`src/rtl/game_round_scheduler_if.sv`:
```
// Player-side handshake and display-side game-state bundle for game_round_scheduler.
interface game_round_scheduler_if;
  localparam int unsigned CELL_W  = 9;
  localparam int unsigned LIFE_W  = 3;
  localparam int unsigned SCORE_W = 4;

  logic                start;
  logic [CELL_W-1:0]   box;
  logic [1:0]          game_state;
  logic [CELL_W-1:0]   fire_state;
  logic [CELL_W-1:0]   gold_state;
  logic [CELL_W-1:0]   next_fire_pattern;
  logic [CELL_W-1:0]   hit_bitmap;
  logic [LIFE_W-1:0]   life;
  logic [SCORE_W-1:0]  score;
  logic                win;

  modport master (
    output start, box,
    input  game_state, fire_state, gold_state, next_fire_pattern, hit_bitmap, life, score, win
  );

  modport slave (
    input  start, box,
    output game_state, fire_state, gold_state, next_fire_pattern, hit_bitmap, life, score, win
  );
endinterface

```
`src/rtl/game_round_scheduler.sv`:
```
// Game sequencer: INIT -> WARN/FIRE rounds -> FINISH, with LFSR fire patterns,
// gold placement and life/score bookkeeping for the display controller.
module game_round_scheduler #(
  parameter int unsigned TICK_DIV   = 50_000_000,
  parameter int unsigned WARN_TICKS = 2,
  parameter int unsigned FIRE_TICKS = 2,
  parameter int unsigned LIFE_MAX   = 5,
  parameter int unsigned SCORE_MAX  = 3,
  parameter logic [8:0]  SEED       = 9'h001
) (
  input logic                   clk,
  input logic                   rst,
  game_round_scheduler_if.slave bus
);
  localparam int unsigned CELL_W    = 9;
  localparam int unsigned LIFE_W    = 3;
  localparam int unsigned SCORE_W   = 4;
  localparam int unsigned TICK_W    = (TICK_DIV > 1) ? $clog2(TICK_DIV) : 1;
  localparam int unsigned PHASE_MAX = (WARN_TICKS > FIRE_TICKS) ? WARN_TICKS : FIRE_TICKS;
  localparam int unsigned PHASE_W   = (PHASE_MAX > 1) ? $clog2(PHASE_MAX) : 1;

  localparam logic [CELL_W-1:0]  SEED_EFF  = (SEED == '0) ? CELL_W'(1) : SEED;
  localparam logic [CELL_W-1:0]  ALL_BURN  = '1;
  localparam logic [CELL_W-1:0]  SAFE_PAT  = 9'h1EF;
  localparam logic [TICK_W-1:0]  TICK_LAST = TICK_W'(TICK_DIV - 1);
  localparam logic [PHASE_W-1:0] WARN_LAST = PHASE_W'(WARN_TICKS - 1);
  localparam logic [PHASE_W-1:0] FIRE_LAST = PHASE_W'(FIRE_TICKS - 1);
  localparam logic [LIFE_W-1:0]  LIFE_INIT = LIFE_W'(LIFE_MAX);
  localparam logic [SCORE_W-1:0] SCORE_WIN = SCORE_W'(SCORE_MAX);

  typedef enum logic [1:0] {S_INIT, S_WARN, S_FIRE, S_FINISH} state_t;

  // Never let every cell burn: one cell stays safe.
  function automatic logic [CELL_W-1:0] safe_pat(input logic [CELL_W-1:0] x);
    return (x == ALL_BURN) ? SAFE_PAT : x;
  endfunction

  // Gold goes on the lowest-index cell that is not burning.
  function automatic logic [CELL_W-1:0] gold_of(input logic [CELL_W-1:0] p);
    logic [CELL_W-1:0] g;
    g = '0;
    for (int i = int'(CELL_W) - 1; i >= 0; i--) begin
      if (!p[i]) g = CELL_W'(1) << i;
    end
    return g;
  endfunction

  function automatic logic [CELL_W-1:0] lfsr_step(input logic [CELL_W-1:0] x);
    return {x[7:0], x[8] ^ x[4]};
  endfunction

  state_t              state_q, state_n;
  logic [1:0]          game_state_q, game_state_n;
  logic [CELL_W-1:0]   lfsr_q, lfsr_n;
  logic [TICK_W-1:0]   tick_q, tick_n;
  logic [PHASE_W-1:0]  phase_q, phase_n;
  logic                round_hit_q, round_hit_n;
  logic [CELL_W-1:0]   fire_q, fire_n;
  logic [CELL_W-1:0]   gold_q, gold_n;
  logic [CELL_W-1:0]   nfp_q, nfp_n;
  logic [CELL_W-1:0]   hit_q, hit_n;
  logic [LIFE_W-1:0]   life_q, life_n;
  logic [SCORE_W-1:0]  score_q, score_n;
  logic                win_q, win_n;
  logic                tick;
  logic [CELL_W-1:0]   burn;
  logic [CELL_W-1:0]   grab;

  always_ff @(posedge clk) begin
    if (rst) begin
      state_q      <= S_INIT;
      game_state_q <= 2'b00;
      lfsr_q       <= SEED_EFF;
      tick_q       <= '0;
      phase_q      <= '0;
      round_hit_q  <= 1'b0;
      fire_q       <= '0;
      gold_q       <= '0;
      nfp_q        <= '0;
      hit_q        <= '0;
      life_q       <= LIFE_INIT;
      score_q      <= '0;
      win_q        <= 1'b0;
    end else begin
      state_q      <= state_n;
      game_state_q <= game_state_n;
      lfsr_q       <= lfsr_n;
      tick_q       <= tick_n;
      phase_q      <= phase_n;
      round_hit_q  <= round_hit_n;
      fire_q       <= fire_n;
      gold_q       <= gold_n;
      nfp_q        <= nfp_n;
      hit_q        <= hit_n;
      life_q       <= life_n;
      score_q      <= score_n;
      win_q        <= win_n;
    end
  end

  always_comb begin
    state_n     = state_q;
    lfsr_n      = lfsr_q;
    tick_n      = tick_q;
    phase_n     = phase_q;
    round_hit_n = round_hit_q;
    fire_n      = fire_q;
    gold_n      = gold_q;
    nfp_n       = nfp_q;
    hit_n       = hit_q;
    life_n      = life_q;
    score_n     = score_q;
    win_n       = win_q;
    tick        = (tick_q == TICK_LAST);
    burn        = bus.box & fire_q;
    grab        = bus.box & gold_q;

    case (state_q)
      S_INIT: begin
        if (bus.start) begin
          nfp_n   = safe_pat(lfsr_q);
          gold_n  = gold_of(safe_pat(lfsr_q));
          lfsr_n  = lfsr_step(lfsr_q);
          tick_n  = '0;
          phase_n = '0;
          state_n = S_WARN;
        end
      end
      S_WARN, S_FIRE: begin
        tick_n = tick ? '0 : tick_q + TICK_W'(1);
        if (tick) phase_n = phase_q + PHASE_W'(1);
        if (grab != '0) begin
          gold_n = '0;
          if (score_q != SCORE_WIN) score_n = score_q + SCORE_W'(1);
        end
        if (state_q == S_WARN) begin
          if (tick && (phase_q == WARN_LAST)) begin
            fire_n  = nfp_q;
            nfp_n   = safe_pat(lfsr_q);
            lfsr_n  = lfsr_step(lfsr_q);
            tick_n  = '0;
            phase_n = '0;
            state_n = S_FIRE;
          end
        end else begin
          hit_n = hit_q | burn;
          if ((burn != '0) && !round_hit_q) begin
            life_n      = life_q - LIFE_W'(1);
            round_hit_n = 1'b1;
          end
          if (tick && (phase_q == FIRE_LAST)) begin
            fire_n      = '0;
            hit_n       = '0;
            round_hit_n = 1'b0;
            gold_n      = gold_of(nfp_q);
            tick_n      = '0;
            phase_n     = '0;
            state_n     = S_WARN;
          end
        end
        // Game end beats any phase change; losing wins ties with a winning score.
        if ((life_n == '0) || (score_n == SCORE_WIN)) begin
          state_n     = S_FINISH;
          win_n       = (life_n != '0);
          lfsr_n      = lfsr_q;
          fire_n      = '0;
          gold_n      = '0;
          nfp_n       = '0;
          hit_n       = '0;
          round_hit_n = 1'b0;
          tick_n      = '0;
          phase_n     = '0;
        end
      end
      S_FINISH: begin
        if (bus.start) begin
          state_n = S_INIT;
          life_n  = LIFE_INIT;
          score_n = '0;
          win_n   = 1'b0;
        end
      end
      default: state_n = S_INIT;
    endcase

    case (state_n)
      S_INIT:         game_state_n = 2'b00;
      S_WARN, S_FIRE: game_state_n = 2'b01;
      S_FINISH:       game_state_n = 2'b10;
      default:        game_state_n = 2'b00;
    endcase
  end

  assign bus.game_state        = game_state_q;
  assign bus.fire_state        = fire_q;
  assign bus.gold_state        = gold_q;
  assign bus.next_fire_pattern = nfp_q;
  assign bus.hit_bitmap        = hit_q;
  assign bus.life              = life_q;
  assign bus.score             = score_q;
  assign bus.win               = win_q;
endmodule

```
`src/flat_wrapper.sv`:
```
// flat-port wrapper written by rule: the top's interface ports become plain ports
module game_round_scheduler_flat 
#(
  parameter int unsigned TICK_DIV   = 50_000_000,
  parameter int unsigned WARN_TICKS = 2,
  parameter int unsigned FIRE_TICKS = 2,
  parameter int unsigned LIFE_MAX   = 5,
  parameter int unsigned SCORE_MAX  = 3,
  parameter logic [8:0]  SEED       = 9'h001
)
  (clk, rst, bus_start, bus_box, bus_game_state, bus_fire_state, bus_gold_state, bus_next_fire_pattern, bus_hit_bitmap, bus_life, bus_score, bus_win);
  game_round_scheduler_if bus_i ();
  input logic clk;
  input logic rst;
  input wire logic [$bits(bus_i.start)-1:0] bus_start;
  input wire logic [$bits(bus_i.box)-1:0] bus_box;
  output wire logic [$bits(bus_i.game_state)-1:0] bus_game_state;
  output wire logic [$bits(bus_i.fire_state)-1:0] bus_fire_state;
  output wire logic [$bits(bus_i.gold_state)-1:0] bus_gold_state;
  output wire logic [$bits(bus_i.next_fire_pattern)-1:0] bus_next_fire_pattern;
  output wire logic [$bits(bus_i.hit_bitmap)-1:0] bus_hit_bitmap;
  output wire logic [$bits(bus_i.life)-1:0] bus_life;
  output wire logic [$bits(bus_i.score)-1:0] bus_score;
  output wire logic [$bits(bus_i.win)-1:0] bus_win;
  assign bus_i.start = bus_start;
  assign bus_i.box = bus_box;
  assign bus_game_state = bus_i.game_state;
  assign bus_fire_state = bus_i.fire_state;
  assign bus_gold_state = bus_i.gold_state;
  assign bus_next_fire_pattern = bus_i.next_fire_pattern;
  assign bus_hit_bitmap = bus_i.hit_bitmap;
  assign bus_life = bus_i.life;
  assign bus_score = bus_i.score;
  assign bus_win = bus_i.win;
  game_round_scheduler #(.TICK_DIV(TICK_DIV), .WARN_TICKS(WARN_TICKS), .FIRE_TICKS(FIRE_TICKS), .LIFE_MAX(LIFE_MAX), .SCORE_MAX(SCORE_MAX), .SEED(SEED)) u_core (.clk(clk), .rst(rst), .bus(bus_i));
endmodule
```
`config.mk`:
```
export PLATFORM = sky130hd
export DESIGN_NAME = game_round_scheduler_flat
export DESIGN_NICKNAME = d
export VERILOG_FILES = /design/src/rtl/game_round_scheduler_if.sv /design/src/rtl/game_round_scheduler.sv /design/src/flat_wrapper.sv
export SDC_FILE = /design/constraint.sdc
export NUM_CORES = 1
export LEC_CHECK = 0
export ABC_CLOCK_PERIOD_IN_PS = 5200
export CAP_MARGIN = 15
export CORE_ASPECT_RATIO = 1.75
export CORE_MARGIN = 2
export CORE_UTILIZATION = 35
export CTS_BUF_LIST = sky130_fd_sc_hd__clkbuf_2 sky130_fd_sc_hd__clkbuf_4 sky130_fd_sc_hd__clkbuf_8
export DETAILED_ROUTE_END_ITERATION = 16
export PLACE_DENSITY = 0.67
export SLEW_MARGIN = 20
export SYNTH_ARGS = -nofsm -noshare
export SYNTH_HDL_FRONTEND = slang
export SYNTH_SLANG_ARGS = --single-unit
```
`constraint.sdc`:
```
create_clock -name clk -period 5.2 [get_ports clk]
set_input_delay 1.3 -clock clk [delete_from_list [all_inputs] [get_ports clk]]
set_output_delay 1.3 -clock clk [all_outputs]
set_load 0.05 [all_outputs]
```
# Word-level counts from Yosys, hierarchy flattened
# Index checks and enable logic that the tools add are counted.
# word_totals
ff_bits,85
input_bits,12
elab_cells,142
# op_classes
add_sub_neg,4
eq_ne,20
muxes,76
n_bitwise,4
n_reduce_logical,25
# op_table
operator,count
$mux W9,39
$mux W26,4
$pmux W9 S2,3
$pmux W26 S2,1
$add A26 B1 Y26 const B,1
$eq A26 B26 Y1 const B,1
$and A9 B9 Y9,2
$reduce_bool A9 Y1,2
$mux W4,4
$mux W2,6
$mux W3,4
$pmux W2 S3,2
$eq A9 B9 Y1 const B,1
$mux W1,9
$or A9 B9 Y9,1
$reduce_and A3 Y1,3
$eq A2 B2 Y1 const B,4
$ne A2 B2 Y1 const B,4
$pmux W4 S2,1
$reduce_and A2 Y1,4
$ne A2 B1 Y1 const B,3
$ne A3 B1 Y1 const B,2
$pmux W3 S2,1
$reduce_bool A2 Y1,3
other kinds (18),24

# Depth between registers and ports, before layout
# Gate-level depths: netlist (run 1).
# depth
word_depth,13
ltp_mapped,10
mapped_depth_nobuf,10

# Worst setup path after synthesis (run 1)
# No wires, ideal clock.
# synth_timing
path_type,input port to flip-flop
from,in bus_box[2]
to,reg u_core.game_state_q[0] (netlist: u_core.bus.game_state[0])
setup_ns,0.128
t_arrival_ns,3.222
required_ns,5.072
slack_ns,1.851
path_stages,7
n_path_buf,0
path_cell_list,a222oi_1 > a21oi_2 > nor4_4 > a21o_1 > nand2_1 > ha_1 > nor2b_1
# synth_between
elab_chain_len,13
elab_cells_between_ends,21
cone_classes,4 x eq/ne; 8 x mux; 2 x bitwise; 7 x reduce/logical
# synth_rtl
element,line_no,rtl
"start, declared",flat_wrapper.sv:16,input wire logic [$bits(bus_i.box)-1:0] bus_box;
$and A9 B9 Y9,game_round_scheduler.sv:115,burn = bus.box & fire_q;
$reduce_bool A9 Y1,game_round_scheduler.sv:147,if ((burn != '0) && !round_hit_q) begin
$logic_and A1 B1 Y1,game_round_scheduler.sv:147,
$mux W3,game_round_scheduler.sv:147,
$mux W3,game_round_scheduler.sv:136,if (state_q == S_WARN) begin
$mux W3,game_round_scheduler.sv:118,case (state_q)
$logic_not A3 Y1,game_round_scheduler.sv:162,if ((life_n == '0) || (score_n == SCORE_WIN)) begin
$logic_or A1 B1 Y1 *,game_round_scheduler.sv:162,
$mux W2 *,game_round_scheduler.sv:162,
$pmux W2 S3 *,game_round_scheduler.sv:118,
$eq A2 B1 Y1 or $eq A2 B2 Y1 (tied branches),game_round_scheduler.sv:186,case (state_n)
$reduce_or A2 Y1,game_round_scheduler.sv:186,
$pmux W2 S3 *,game_round_scheduler.sv:186,
named net u_core.game_state_n[0],game_round_scheduler.sv:53,"logic [1:0] game_state_q, game_state_n;"
"end signal, assigned",game_round_scheduler.sv:86,game_state_q <= game_state_n;
"end, declared",game_round_scheduler.sv:53,
# Mark *: on every way through the listed nets, which the timed path passes. The rest lies on a longest branch. The select of a mux whose other input is x is not followed.
# A chain may end at the register's enable or synchronous reset.

# Worst setup path in the final report (run 1)
# layout_timing
from,in bus_box[1]
to,reg u_core.game_state_q[0] (netlist: u_core.bus.game_state[0])
# layout_between
elab_chain_len,13
elab_cells_between_ends,21
cone_classes,4 x eq/ne; 8 x mux; 2 x bitwise; 7 x reduce/logical
# layout_rtl
element,line_no,rtl
$and A9 B9 Y9,game_round_scheduler.sv:115,
$reduce_bool A9 Y1,game_round_scheduler.sv:147,
$logic_and A1 B1 Y1,game_round_scheduler.sv:147,
$mux W3,game_round_scheduler.sv:147,
$mux W3,game_round_scheduler.sv:136,
$mux W3,game_round_scheduler.sv:118,
$logic_not A3 Y1,game_round_scheduler.sv:162,
$logic_or A1 B1 Y1 *,game_round_scheduler.sv:162,
$mux W2 *,game_round_scheduler.sv:162,
$pmux W2 S3 *,game_round_scheduler.sv:118,
named net u_core.state_n[0],game_round_scheduler.sv:52,"state_t state_q, state_n;"
$eq A2 B1 Y1 or $eq A2 B2 Y1 (tied branches),game_round_scheduler.sv:186,
$reduce_or A2 Y1,game_round_scheduler.sv:186,
$pmux W2 S3 *,game_round_scheduler.sv:186,
named net u_core.game_state_n[0],game_round_scheduler.sv:53,
# Marked as above.

==> impl_metrics.json, run 1 <==
{
  "portBuffers": 57,
  "root_buffer": "clkbuf_8",
  "grt_overflow": 0,
  "rr_endpoint": "u_core.lfsr_q[5]$_SDFFE_PP0P_",
  "fmax_ghz": 0.256,
  "wire_per_inst_um": 17.5,
  "path_cells": "clkdlybuf4s50_1 > a222oi_1 > and4_1 > nor2_1 > o41ai_1 > a31oi_1 > ha_1 > nor2b_1",
  "min_from": "u_core.bus.hit_bitmap[3]$_SDFFE_PP0P_",
  "startpoint_type": "primary input",
  "path_clk_slew_ns": 0.08,
  "vias": 4086,
  "cp_slowest_stage_delay_ns": 0.81,
  "power_density_mw_per_mm2": 285,
  "worstPathRequired_ns": 5.45,
  "placed_cells": 722,
  "finalCritPeriodShare_pct": 75.0,
  "final_cell_mix": "dfxtp_1 (85), clkdlybuf4s50_1 (57), nor2_1 (50), nand2_1 (46), nand4_1 (25)",
  "stdcell_area_mm2": 0.00533,
  "cts.sinks": 85,
  "io-pin-count": 58,
  "fp.dieH_um": 152,
  "setup_violations": 0,
  "ys_seq_elements": 85,
  "antenna_found_initial": 0,
  "hold_viol": 0,
  "grtUsageTotal_pct": 19.9,
  "max_cap_violations": 0,
  "cts_max_level": 3,
  "row_count": 54,
  "clock_skew_ns": 0.0154,
  "grt_pass1_wl_mm": 21.1,
  "fillers": 1217,
  "ys_warn_count": 0,
  "reg2reg_depth": 7,
  "fin_setup_tns_ns": 0,
  "netlist_instances": 519,
  "register_area_mm2": 0.00170,
  "dpl-instance-area_mm2": 0.00510,
  "syn_area_mm2": 0.00439,
  "tritoncts": "yes",
  "synthesis.nets": 539,
  "core_mm2": 0.0124,
  "hpwl_mm": 9.65,
  "start_util_pct": 35.5,
  "multi_input_area_mm2": 0.00248,
  "post-cts-setup-buffers": 0,
  "nets": 585,
  "dieArea_mm2": 0.0135,
  "async_flop_share_pct": 0,
  "area.growth.synth_to_final_pct": 21.3,
  "drt_wl_total_mm": 12.9,
  "drc_errors": 0,
  "ys.flop_type": "dfxtp_1",
  "clock_latency_ns": 0.38,
  "clk_path_buf_depth": 2,
  "viasPerCell": 5.54,
  "power_leakage_nw": 1.76,
  "antennaDiodeCount": 0,
  "gp_congestion": 0.889,
  "drv_slew": 0,
  "period_needed_ns": 3.90,
  "grt_max_degree": 52,
  "die_x_um": 88.7,
  "synth_edf_count": 0,
  "rsz0062_at_grt": "false",
  "status": "completed",
  "synth.yosys.seq_area_share_pct": 38.8,
  "hold_depth": 2,
  "firstDrtPassIters": 5,
  "worstMarginPinSlew_ns": 1.02,
  "holdBufCountCts": 0,
  "cts_made_buffers": 9,
  "crit_path_end_kind": "flop",
  "drive_gt1_share_pct": 7.54,
  "postCtsResizedCells": 0,
  "antenna_left": 0,
  "critPathLaunch": "bus_box[1]",
  "syn_avg_cell_area_um2": 8.46,
  "relSlewSlack_pct": 31.7,
  "r2r_start": "u_core.tick_q[0]$_SDFFE_PP0P_",
  "drtIter0Drc": 213,
  "hold_end": "u_core.bus.hit_bitmap[3]$_SDFFE_PP0P_",
  "crit_path_max_fanout": 4,
  "hold_class": "reg2reg",
  "r2r_setup_slack_ns": 2.15,
  "yosysUniqueCellTypes": 53,
  "grt_pass1_vias": 4192,
  "vdd.ir_drop.worst_mv": 0.154,
  "path_class": "in2reg",
  "cpMaxStageDelayCell": "o41ai_1",
  "stdcell_count": 738,
  "arrival_ns": 4.15,
  "fin_util_pct": 43.1,
  "mostFrequentLayoutCell": "dfxtp_1"
}
==> where the power goes <==
part / switching (W) / internal [W]
clock: 0.000252 / 0.000273
sequential: 0.0000281 / 0.000671
combinational: 0.000197 / 0.0000951
==> layer usage <==
metal	track usage [%]	wire (um)	up-vias
li1	-	-	1989
met1	20.4	4700	1951
met3	3.36	426	51
met5	0	0	-
met2	34.6	6950	95
met4	14.7	830	0
==> flip-flops by register name, indices dropped and copies added (netlist names) <==
| name | count |
|---|---|
| u_core.bus.fire_state | 9 |
| u_core.bus.game_state | 2 |
| u_core.bus.gold_state | 9 |
| u_core.bus.hit_bitmap | 9 |
| u_core.bus.life | 3 |
| u_core.bus.next_fire_pattern | 9 |
| u_core.bus.score | 4 |
| u_core.bus.win | 1 |
| u_core.lfsr_q | 9 |
| u_core.phase_q | 1 |
| u_core.round_hit_q | 1 |
| u_core.state_q | 2 |
| u_core.tick_q | 26 |
==> worst max-delay path, delay by kind of cell <==
kind                     cells  cell delay, ns
adder cells (fa/ha/maj)      1            0.33
buffers and inverters        1            0.46
AO/OA/AOI/OAI                3            1.49
AND/OR/NAND/NOR              3            0.57
==> metrics by stage <==
stage	power [W]	hold slack, ns	setup WS, ns
after global placement	0.000998	0.455	0.983
after CTS	0.00152	0.473	1.32
after floorplan	0.000913	0.448	1.85
after detailed placement	0.00100	0.458	0.907
final	0.00152	0.474	1.30
after global routing	0.00158	0.484	1.11
==> synthesized netlist by cell type (7+ instances only) <==
| library cell | count | area share (%) |
|---|---|---|
| o211ai_1 | 7 | 1.2 |
| and4_1 | 8 | 1.6 |
| nor3_1 | 10 | 1.1 |
| xor2_1 | 13 | 2.6 |
| o21ai_0 | 24 | 2.7 |
| dfxtp_1 | 85 | 39 |
| a21oi_1 | 19 | 2.2 |
| ha_1 | 8 | 2.3 |
| nand3_1 | 22 | 2.5 |
| o2111ai_1 | 9 | 1.8 |
| nor2b_1 | 10 | 1.4 |
| a211oi_1 | 10 | 1.7 |
| nor3b_1 | 8 | 1.4 |
| nand2_1 | 46 | 3.9 |
| clkbuf_1 | 21 | 1.8 |
| nand4_1 | 25 | 3.6 |
| xnor2_1 | 14 | 2.8 |
| a31oi_1 | 14 | 2.0 |
| mux2i_1 | 15 | 3.4 |
| a22oi_1 | 9 | 1.5 |
| mux2_2 | 8 | 2.1 |
| inv_1 | 23 | 2.0 |
| nor2_1 | 50 | 4.3 |
==> final cells by class <==
class	count	area share, %
clock inverter	7	1.86
inverter	23	1.62
sequential	85	32.0
timing repair buffer	64	11.7
clock buffer	9	2.33
multi-input combinational	382	46.6
tap	168	3.95
==> worst max path at each step <==
stage / cells after the start / end / slack [ns]
after floorplan: 7 / u_core.bus.game_state[0]$_SDFF_PP0_ / 1.85
after global placement: 7 / u_core.bus.fire_state[4]$_SDFFE_PP0P_ / 0.98
after detailed placement: 7 / u_core.bus.fire_state[5]$_SDFFE_PP0P_ / 0.91
after CTS: 7 / u_core.bus.fire_state[5]$_SDFFE_PP0P_ / 1.32
after global routing: 7 / u_core.bus.fire_state[5]$_SDFFE_PP0P_ / 1.11
final: 8 / u_core.bus.game_state[0]$_SDFF_PP0_ / 1.30
==> kinds of logic after synthesis <==
family                     synth area share, %
and+or+nand+nor                           25.6
muxes                                     5.47
buffers and inverters                     4.70
DFF                                       38.8
xor gates and xnor gates                  5.39
adders and majority gates                 2.28
AOI/OAI and AO/OA                         17.8
Note: power is estimated with default switching activity, not from simulation.
==> run 2, diff against run 1 <==
--- a/config.mk
+++ b/config.mk
@@ -5,14 +5,14 @@
 export SDC_FILE = /design/constraint.sdc
 export NUM_CORES = 1
 export LEC_CHECK = 0
-export ABC_CLOCK_PERIOD_IN_PS = 5200
+export ABC_CLOCK_PERIOD_IN_PS = 3250
 export CAP_MARGIN = 15
 export CORE_ASPECT_RATIO = 1.75
 export CORE_MARGIN = 2
 export CORE_UTILIZATION = 35
 export CTS_BUF_LIST = sky130_fd_sc_hd__clkbuf_2 sky130_fd_sc_hd__clkbuf_4 sky130_fd_sc_hd__clkbuf_8
 export DETAILED_ROUTE_END_ITERATION = 16
-export PLACE_DENSITY = 0.67
+export PLACE_DENSITY = 0.69
 export SLEW_MARGIN = 20
 export SYNTH_ARGS = -nofsm -noshare
 export SYNTH_HDL_FRONTEND = slang
==> constraint.sdc (replaced) <==
create_clock -name clk -period 3.25 [get_ports clk]
set_input_delay 0.8125 -clock clk [delete_from_list [all_inputs] [get_ports clk]]
set_output_delay 0.8125 -clock clk [all_outputs]
set_load 0.05 [all_outputs]
==> impl_metrics.json, run 2 (synthesized netlist as in run 1, its figures left out) <==
{
  "status": "completed",
  "viasPerCell": 5.55,
  "final_cell_mix": "dfxtp_1 (85), clkdlybuf4s50_1 (57), nor2_1 (50), nand2_1 (46), nand4_1 (25)",
  "root_buffer": "clkbuf_8",
  "power_density_mw_per_mm2": 448,
  "io-pin-count": 58,
  "finalPower_w": 0.00245,
  "drt_wl_total_mm": 12.8,
  "cts_made_buffers": 9,
  "crit_buf_inv": 5,
  "vias": 4177,
  "antenna_left": 0,
  "dieArea_mm2": 0.0135,
  "power_leakage_nw": 1.84,
  "path_clk_slew_ns": 0.08,
  "die_x_um": 88.7,
  "antenna_found_initial": 0,
  "fp.dieH_um": 152,
  "antennaDiodeCount": 0,
  "arrival_ns": 3.53,
  "fin_util_pct": 44.3,
  "grt_max_degree": 39,
  "top_register": "u_core.tick_q",
  "period_needed_ns": 3.24,
  "cts.sinks": 85,
  "drc_errors": 0,
  "grt_overflow": 0,
  "grt_pass1_wl_mm": 20.6,
  "grtUsageTotal_pct": 19.4,
  "cp_slowest_stage_delay_ns": 0.49,
  "hold_viol": 0,
  "relSlewSlack_pct": 58.7,
  "drive_gt1_share_pct": 9.91,
  "clock_latency_ns": 0.36,
  "hold_class": "reg2reg",
  "clock_skew_ns": 0.00907,
  "startpoint_type": "primary input",
  "core_mm2": 0.0124,
  "largest_reg_flops": 26,
  "critPathTopFamily": "buffers and inverters",
  "placed_cells": 736,
  "setup_violations": 0,
  "firstDrtPassIters": 5,
  "gp_congestion": 0.870,
  "drtIter0Drc": 241,
  "area.growth.synth_to_final_pct": 24.7,
  "worstPathRequired_ns": 3.53,
  "row_count": 54,
  "wire_per_inst_um": 17.0,
  "fin_setup_tns_ns": 0,
  "max_cap_violations": 0,
  "worstMarginPinSlew_ns": 0.614,
  "fmax_ghz": 0.308,
  "clk_path_buf_depth": 2,
  "drv_slew": 0,
  "hpwl_mm": 9.79,
  "stdcell_count": 753,
  "start_util_pct": 35.5,
  "rsz0062_at_grt": "false",
  "path_class": "in2reg",
  "crit_path_max_fanout": 19,
  "path_cells": "clkdlybuf4s50_1 > buf_4 > a222oi_1 > buf_4 > buf_4 > a21oi_2 > or4_1 > buf_12 > o21a_1 > o21ai_0",
  "tritoncts": "yes",
  "cpMostUsedCell": "buf_4",
  "crit_path_end_kind": "flop",
  "vdd.ir_drop.worst_mv": 0.375,
  "portBuffers": 57,
  "cts_max_level": 3,
  "grt_pass1_vias": 4259,
  "holdBufCountCts": 0,
  "mostFrequentLayoutCell": "dfxtp_1",
  "cpMaxStageDelayCell": "a222oi_1",
  "nets": 600,
  "finalCritPeriodShare_pct": 99.8
}
run 2: power breakdown:
part	switching (W)	total, W	leakage (nW)	internal [W]
Clock	0.000365	0.000822	0.111	0.000458
Combinational	0.000327	0.000514	1.04	0.000187
Sequential	0.0000432	0.00112	0.688	0.00107
Total	0.000735	0.00245	1.84	0.00172
run 2: worst register-to-register path, stage by stage, from the launching register on:
cell     delay [ns]
dfxtp_1        0.39
ha_1           0.20
or4b_2         0.65
nor4_4         0.31
nand4_1        0.31
a31oi_4        0.44
mux2_2         0.39
run 2: final timing paths:
| path | to | from | slack [ns] | cells after the start |
|---|---|---|---|---|
| max | u_core.bus.fire_state[8]$_SDFFE_PP0P_ | bus_box[5] | 0.006 | 10 |
| min | u_core.bus.hit_bitmap[6]$_SDFFE_PP0P_ | u_core.bus.hit_bitmap[6]$_SDFFE_PP0P_ | 0.47 | 2 |
| max reg2reg | u_core.bus.next_fire_pattern[2]$_SDFFE_PP0P_ | u_core.tick_q[0]$_SDFFE_PP0P_ | 0.46 | 6 |
| min reg2reg | u_core.bus.hit_bitmap[6]$_SDFFE_PP0P_ | u_core.bus.hit_bitmap[6]$_SDFFE_PP0P_ | 0.47 | 2 |
run 2: what timing repair did:
| action | CTS | global route |
|---|---|---|
| buffers inserted | 0 | 1 |
| gates resized for setup | 0 | 1 |
| setup endpoints to repair | 0 | 15 |
run 2: per-layer routing:
| layer | up-vias | track usage (%) | part of all wire, % |
|---|---|---|---|
| met2 | 116 | 35.1 | 55 |
| met5 | - | 0 | 0 |
| met1 | 2002 | 19.3 | 36 |
| met3 | 44 | 3.58 | 3.0 |
| li1 | 2015 | - | - |
| met4 | 0 | 12.5 | 6.1 |
run 2: area by class of cell:
cell class	instances	area, um2
Sequential cell	85	1700
Clock buffer	12	146
Fill cell	1192	6890
Multi-Input combinational cell	382	2480
Timing Repair Buffer	79	777
Tap cell	168	210
Clock inverter	4	72.6
Inverter	23	86.3
run 2: stage by stage:
step           hold WS, ns  setup slack (ns)  cell area [um2]
2_1_floorplan        0.448             0.388             4390
3_3_place_gp         0.461            -0.276             5250
3_5_place_dp         0.457            -0.332             5250
4_1_cts              0.469            0.0418             5460
5_1_grt              0.496           0.00857             5480
6_report             0.468           0.00649             5480
==> run 3, diff against run 2 <==
--- a/config.mk
+++ b/config.mk
@@ -5,10 +5,9 @@
 export SDC_FILE = /design/constraint.sdc
 export NUM_CORES = 1
 export LEC_CHECK = 0
-export ABC_CLOCK_PERIOD_IN_PS = 3250
+export ABC_CLOCK_PERIOD_IN_PS = 2800
 export CAP_MARGIN = 15
 export CORE_ASPECT_RATIO = 1.75
-export CORE_MARGIN = 2
 export CORE_UTILIZATION = 35
 export CTS_BUF_LIST = sky130_fd_sc_hd__clkbuf_2 sky130_fd_sc_hd__clkbuf_4 sky130_fd_sc_hd__clkbuf_8
 export DETAILED_ROUTE_END_ITERATION = 16
==> constraint.sdc (replaced) <==
create_clock -name clk -period 2.8 [get_ports clk]
set_input_delay 0.7 -clock clk [delete_from_list [all_inputs] [get_ports clk]]
set_output_delay 0.7 -clock clk [all_outputs]
set_load 0.01 [all_outputs]
==> impl_metrics.json, run 3 (synthesized netlist as in run 1, its figures left out) <==
{
  "status": "completed",
  "clk_path_buf_depth": 2,
  "switching_share_pct": 28.5,
  "core_mm2": 0.0121,
  "row_count": 53,
  "setup_violations": 0,
  "fmax_ghz": 0.374,
  "path_class": "in2reg",
  "tritoncts": "yes",
  "power_density_mw_per_mm2": 513,
  "start_util_pct": 36.2,
  "dpl_worst_slack_ns": -0.609,
  "dpl-instance-area_mm2": 0.00533,
  "p_int_w": 0.00211,
  "antenna_left": 0,
  "cpMostUsedCell": "buf_4",
  "fp.dieH_um": 150,
  "crit_path_end_kind": "flop",
  "nets": 621,
  "largest_reg_flops": 26,
  "firstDrtPassIters": 5,
  "antennaDiodeCount": 0,
  "hold_viol": 0,
  "die_x_um": 86.7,
  "mostFrequentLayoutCell": "dfxtp_1",
  "power_leakage_nw": 2.07,
  "io-pin-count": 58,
  "hold_class": "reg2reg",
  "grt_pass1_wl_mm": 21.4,
  "drt_wl_total_mm": 13.6,
  "drc_errors": 0,
  "p_comb_share_pct": 20.2,
  "fin_hold_ws_ns": 0.471,
  "antenna_found_initial": 0,
  "worstPathRequired_ns": 3.04,
  "arrival_ns": 2.91,
  "placed_cells": 745,
  "clock_skew_ns": 0.0156,
  "top_register": "u_core.tick_q",
  "cts.sinks": 85,
  "dieArea_mm2": 0.0130,
  "fin_setup_tns_ns": 0,
  "rsz0062_at_grt": "false",
  "grtUsageTotal_pct": 21.5,
  "stdcell_area_mm2": 0.00574,
  "p_sw_w": 0.000840,
  "grt_max_degree": 39,
  "clock_latency_ns": 0.37,
  "wire_per_inst_um": 17.6,
  "cts_max_level": 3,
  "startpoint_type": "primary input",
  "path_clk_slew_ns": 0.08,
  "cpMaxStageDelayCell": "a2111oi_2",
  "final_cell_mix": "dfxtp_1 (85), nor2_1 (49), clkdlybuf4s50_1 (48), nand2_1 (46), buf_4 (36)",
  "pwr-share-seq_pct": 43.9,
  "crit_path_max_fanout": 3,
  "setup_ws_ns": 0.126,
  "drive_gt1_share_pct": 14.4,
  "portBuffers": 57,
  "grt_overflow": 0,
  "worstMarginPinSlew_ns": 0.622,
  "grt_pass1_vias": 4322,
  "drtIter0Drc": 331,
  "stdcell_count": 771,
  "hpwl_mm": 10.1,
  "period_needed_ns": 2.67,
  "vdd.ir_drop.worst_mv": 0.306,
  "relSlewSlack_pct": 58.2,
  "max_cap_violations": 0,
  "cp_slowest_stage_delay_ns": 0.39,
  "drv_slew": 0,
  "root_buffer": "clkbuf_8",
  "path_cells": "dlymetal6s2s_1 > a222oi_1 > buf_4 > nand4_1 > a2111oi_2 > buf_4 > buf_4 > o41ai_4 > a31oi_1 > ha_1 > nor2b_1",
  "cts_made_buffers": 9,
  "clkPwrFrac_pct": 35.9,
  "finalCritPeriodShare_pct": 95.5,
  "area.growth.synth_to_final_pct": 30.9,
  "vias": 4323,
  "viasPerCell": 5.61,
  "gp_congestion": 0.943
}
run 3: repair_timing:
action	in CTS	in global routing
gates resized for setup	6	18
hold buffers	0	0
pin swaps	4	12
setup endpoints to repair	64	51
setup buffers	2	9
run 3: power by group through the flow:
stage	clock [W]	combinational [W]	sequential, W
floorplan	0	0.000302	0.00132
global placement	0	0.000536	0.00132
detailed placement	0	0.000543	0.00132
CTS	0.00108	0.000564	0.00129
global route	0.00113	0.000638	0.00130
finish	0.00106	0.000595	0.00129
run 3: worst paths after layout:
kind                                                            start                                    end  slack (ns)  depth (start not counted)
worst max-delay path                                       bus_box[1]    u_core.bus.game_state[0]$_SDFF_PP0_        0.13                         11
worst min-delay path            u_core.bus.hit_bitmap[6]$_SDFFE_PP0P_  u_core.bus.hit_bitmap[6]$_SDFFE_PP0P_        0.47                          2
worst max register to register          u_core.tick_q[0]$_SDFFE_PP0P_    u_core.bus.game_state[0]$_SDFF_PP0_        0.15                          8
worst min register to register  u_core.bus.hit_bitmap[6]$_SDFFE_PP0P_  u_core.bus.hit_bitmap[6]$_SDFFE_PP0P_        0.47                          2
run 3: layer usage:
metal / vias up / GRT usage, % / routed length [um]
met1: 2065 / 20.8 / 4640
met5: - / 0 / 0
met2: 154 / 39.8 / 7520
met3: 45 / 3.40 / 576
met4: 0 / 16.7 / 856
li1: 2059 / - / -
run 3: per-stage QoR:
| stage | power (W) | utilization, % |
|---|---|---|
| final | 0.00295 | 47.3 |
| after global routing | 0.00307 | 47.3 |
| after CTS | 0.00293 | 46.3 |
| after detailed placement | 0.00186 | 43.9 |
| after global placement | 0.00186 | 43.9 |
| after floorplan | 0.00162 | - |
run 3: final cells by class:
class                           instances  area, um2
Sequential cell                        85       1700
Timing Repair Buffer                  100        977
Tap cell                              165        206
Multi-Input combinational cell        382       2530
Clock inverter                          7        120
Fill cell                            1164       6390
Clock buffer                            9        124
Inverter                               23       86.3
run 3: critical path: cells and delay by family:
kind            cells  cell delay (ns)
simple gates        2             0.27
buf+inv             4             0.63
compound gates      4             1.04
fa+ha+maj           1             0.26
